[config.mk]
export PLATFORM = sky130hd
export DESIGN_NAME = fifo32x2_ctrl
export DESIGN_NICKNAME = d
export VERILOG_FILES = /design/src/rtl/fifo32x2_ctrl.sv
export SDC_FILE = /design/constraint.sdc
export NUM_CORES = 1
export LEC_CHECK = 0
export CAP_MARGIN = 20
export CORE_MARGIN = 8
export CORE_UTILIZATION = 30
export DETAILED_ROUTE_END_ITERATION = 6
export GPL_TIMING_DRIVEN = 0
export PLACE_DENSITY_LB_ADDON = 0.08
export SLEW_MARGIN = 40
export SYNTH_ARGS = -nofsm -noshare
export SYNTH_HDL_FRONTEND = slang
export SYNTH_SLANG_ARGS = --single-unit
[constraint.sdc]
create_clock -name clk -period 3.4 [get_ports clk]
set_clock_uncertainty 0.1 [all_clocks]
set_input_delay 0.51 -clock clk [delete_from_list [all_inputs] [get_ports clk]]
set_output_delay 0.51 -clock clk [all_outputs]
set_load 0.005 [all_outputs]
[src/rtl/fifo32x2_ctrl.sv]
// fifo32x2_ctrl: 33-entry 2-bit FIFO controller around a 32x2 single-port async-read RAM with FWFT prefetch.
module fifo32x2_ctrl (
  input  logic       clk,
  input  logic       reset,
  input  logic       in_valid,
  input  logic [1:0] in_data,
  output logic       in_ready,
  output logic       out_valid,
  output logic [1:0] out_data,
  input  logic       out_ready,
  output logic [4:0] ram_addr,
  output logic [1:0] ram_d,
  output logic       ram_we,
  input  logic [1:0] ram_o,
  output logic [5:0] level,
  output logic       full,
  output logic       empty
);
  logic [4:0] wr_ptr_q, wr_ptr_d, rd_ptr_q, rd_ptr_d;
  logic [5:0] ram_count_q, ram_count_d;
  logic       prio_q, prio_d, out_valid_q, out_valid_d;
  logic [1:0] out_data_q, out_data_d;
  logic       want_wr, want_fill, grant_wr, grant_fill;
  always_comb begin
    want_wr     = in_valid && (ram_count_q != 6'd32);
    want_fill   = (ram_count_q != 6'd0) && (!out_valid_q || out_ready);
    // On contention prio picks the winner and then flips, so neither side starves
    grant_wr    = want_wr && !(want_fill && prio_q);
    grant_fill  = want_fill && !(want_wr && !prio_q);
    prio_d      = (want_wr && want_fill) ? !prio_q : prio_q;
    wr_ptr_d    = grant_wr ? wr_ptr_q + 5'd1 : wr_ptr_q;
    rd_ptr_d    = grant_fill ? rd_ptr_q + 5'd1 : rd_ptr_q;
    ram_count_d = grant_wr ? ram_count_q + 6'd1 : grant_fill ? ram_count_q - 6'd1 : ram_count_q;
    out_data_d  = grant_fill ? ram_o : out_data_q;
    out_valid_d = grant_fill ? 1'b1 : (out_valid_q && out_ready) ? 1'b0 : out_valid_q;
  end
  always_ff @(posedge clk) begin
    if (reset) begin
      wr_ptr_q    <= '0;
      rd_ptr_q    <= '0;
      ram_count_q <= '0;
      prio_q      <= 1'b0;
      out_valid_q <= 1'b0;
      out_data_q  <= '0;
    end else begin
      wr_ptr_q    <= wr_ptr_d;
      rd_ptr_q    <= rd_ptr_d;
      ram_count_q <= ram_count_d;
      prio_q      <= prio_d;
      out_valid_q <= out_valid_d;
      out_data_q  <= out_data_d;
    end
  end
  assign ram_addr  = grant_wr ? wr_ptr_q : rd_ptr_q;
  assign ram_d     = in_data;
  assign ram_we    = grant_wr && !reset;
  assign in_ready  = grant_wr && !reset;
  assign out_valid = out_valid_q;
  assign out_data  = out_data_q;
  assign level     = ram_count_q + {5'd0, out_valid_q};
  assign full      = ram_count_q == 6'd32;
  assign empty     = level == 6'd0;
endmodule

==> results.txt <==
sequential share of power = 0.269
share of post-route cells with drive strength above 1 = 0.1790
max incr delay on CP = 0.56 ns
antenna viol nets, final = 0
CTS buffer count = 3
sw power = 0.0005269 W
Synth Area in Compound Gates = 0.1146
syn avg cell area = 9.472 um2
pre-CTS setup slack = -0.07238 ns
CP Launch Type = register
vias in the first global route = 1045
DIE AREA = 6331 um2
initial DRC count = 17
Crit Path Max Fanout = 10
post-synthesis xor/xnor area fraction = 0.1084
min-delay src = wr_ptr_q[4]
dpl hpwl = 2.216 mm
Logic pwr share = 0.559
via count = 1010
CTS sink count = 20
core region area = 3943 um2
initial antenna violation count = 0
Synth Cell Area = 1212 um2
chip height = 79.57 um
Simple-Gate Fraction of Synth Area = 0.1765
GRT Total Usage = 0.09914
n_diodes = 0
clock slew at reported path FFs = 0.08 ns
count of cell types in the netlist = 38
CP Capture Type = register
reg-to-reg setup timing slack = 0.15 ns
Hold WC Path Type = reg -> reg
Starting Density = 0.3075
fill count = 386
fin cells = 212
max-slew violations = 0
Post-Route WL = 2.924 mm
most common cell after layout, fill and taps aside = clkdlybuf4s50_1
Crit Reg-Reg Startpoint = ram_count_q[0]
Hold Vio Cnt, Final = 0
largest net degree at the start of global routing = 13
Routability Congestion = 0.7322
worst path required time = 3.46 ns
post-synthesis mux area share = 0.1207
Max Fclk = 0.3080 GHz
reg-to-reg critical path endpoint = ram_count_q[5]
worst rel slew slack = 0.6598
crit path kind = reg -> reg
drt via density = 4.764
most frequent cells in the layout = 21 x clkdlybuf4s50_1, 18 x nor2_1, 18 x dfxtp_1
Pwr Density = 863.5 nW/um2
first-pass GRT wire length = 4.912 mm
Pwr Total = 0.001440 W
fin crit share = 0.9549
Die W = 79.57 um
CTS tree = built
Setup violations, final = 0
Post-Synth Adder-Cell Area = 0.09907
Worst-Skew Late Latency = 0.26 ns
Int Pwr = 0.0009133 W
I/O pin count = 28
Yosys reg bits = 20
htree depth = 1
synthesized instance count = 128
largest family of logic cells by synthesized area = simple AND/OR/NAND/NOR gates
Pleak = 0.7502 nW
syn nets = 145
Pre-antenna DRT Iters = 4
worst-margin pin slew = 0.5104 ns
crit path max-delay cell type = or4_4
# port buffers = 25
Clock Power Share = 0.171
Core Util, Final = 0.4230
maximum VDD drop = 0.3129 mV
yosys warns = 0
Worst EP arrival = 3.31 ns
sw frac = 0.3658
unrepaired setup endpoints after global routing = no
DRC = 0
cell chain of the critical path = or4_4 > or3b_1 > buf_6 > nand3_4 > buf_12 > buf_4 > ha_1 > o21ai_1 > o21bai_1 > a21oi_1 > mux2i_1 > mux2_2
Root Driver = clkbuf_8
Max-cap violations = 0
nets = 180
Hold Buf Count CTS = 0
hold depth = 2
sequential-to-total area share from yosys stat = 0.3302
worst hold path endpoint = wr_ptr_q[4]
Longest Clk Path Bufs = 2
Final WS setup = 0.1534 ns
Worst Reg2Reg Path Length in Cells = 12
gr ovfl total = 0
crit path time final = 3.247 ns
DR WL/cell = 13.79 um
setup_tns = 0 ns
area grow syn2layout = 37.56%
row count = 23
outcome = finished, final reports clean
Post-Place Cells = 203
==> cell families after synthesis <==
family | count (synthesis)
and+or+nand+nor | 41
muxes | 14
adders and majority gates | 9
buffers and inverters | 10
xor gates and xnor gates | 15
DFF | 20
AOI/OAI and AO/OA | 19
==> power by group through the flow <==
stage               registers (W)  logic [W]  clock network (W)
CTS                      0.000392   0.000810           0.000256
finish                   0.000388   0.000806           0.000246
global placement         0.000389   0.000749                  0
floorplan                0.000368   0.000509                  0
global route             0.000400   0.000897           0.000265
detailed placement       0.000391   0.000760                  0
==> per-stage QoR <==
stage	instance area (um2)	hold slack, ns
after floorplan	1212	0.3494
after global placement	1525	0.3633
after detailed placement	1525	0.3778
after CTS	1653	0.3904
after global routing	1668	0.4138
final	1668	0.3879
==> timing repair <==
item                       CTS  global route
setup buffers                4             1
setup endpoints to repair    6             4
gates resized for setup      9             4
pin swaps                    1             2
==> how the worst max path moves through the flow <==
| stage | start | to | slack [ns] |
|---|---|---|---|
| floorplan | ram_count_q[0] | ram_count_q[5] | 0.19 |
| global placement | ram_count_q[0] | ram_count_q[5] | -0.07 |
| detailed placement | ram_count_q[0] | ram_count_q[5] | -0.07 |
| CTS | ram_count_q[1] | ram_addr[0] | 0.02 |
| global route | ram_count_q[0] | ram_count_q[5] | 0.005 |
| finish | ram_count_q[0] | ram_count_q[5] | 0.15 |
==> layout make-up <==
cell class	instances	area (um2)	area share
flip-flops and latches	20	407.9	0.2446
clock buffers	3	41.29	0.02476
clock inverters	1	30.03	0.01800
repair buffers	30	294.0	0.1763
multi-input cells	98	758.2	0.4546
well taps	50	62.56	0.03751
plain buffers	8	66.31	0.03976
inverters	2	7.507	0.004501
==> synthesized netlist by cell type (all sizes together) <==
| cell | n | area (um2) |
|---|---|---|
| mux2 | 5 | 56.30 |
| or4 | 3 | 26.27 |
| nor2b | 2 | 12.51 |
| o31ai | 1 | 7.510 |
| a21o | 2 | 16.27 |
| inv | 2 | 7.510 |
| nor3 | 1 | 5.000 |
| ha | 8 | 100.1 |
| and2 | 1 | 6.260 |
| xor2 | 10 | 87.58 |
| mux2i | 9 | 90.09 |
| nand4 | 3 | 18.77 |
| and3 | 2 | 12.51 |
| o22ai | 1 | 20.02 |
| nand2b | 1 | 6.260 |
| o31a | 1 | 10.01 |
| a21oi | 6 | 30.03 |
| o21bai | 1 | 7.510 |
| or3b | 1 | 8.760 |
| nand2 | 3 | 13.77 |
| o211ai | 2 | 20.02 |
| clkbuf | 2 | 7.510 |
| fa | 1 | 20.02 |
| xnor2 | 5 | 43.79 |
| nand3 | 5 | 30.03 |
| a211oi | 1 | 7.510 |
| dfxtp | 20 | 400.4 |
| o21ai | 4 | 20.02 |
| nor2 | 18 | 67.56 |
| buf | 6 | 46.29 |
| or3 | 1 | 6.260 |
==> flip-flops by register name, summed over array words and instances, names as in the netlist <==
| signal | cells |
|---|---|
| out_data | 2 |
| prio_q | 1 |
| ram_count_q | 6 |
| rd_ptr_q | 5 |
| out_valid | 1 |
| wr_ptr_q | 5 |
==> metal layers <==
metal  part of all wire  track usage
met5                  0            0
met4              0.015      0.03333
met3              0.065      0.04617
met2               0.51       0.1769
met1               0.41      0.09855
==> worst max-delay path, delay by kind of cell (launching register included) <==
family	cells	cell delay, ns
mux	2	0.58
simple gates	3	1.04
fa+ha+maj	1	0.27
buf+inv	3	0.40
compound gates	3	0.39
flops	1	0.37
(Power assumes the default switching activity.)
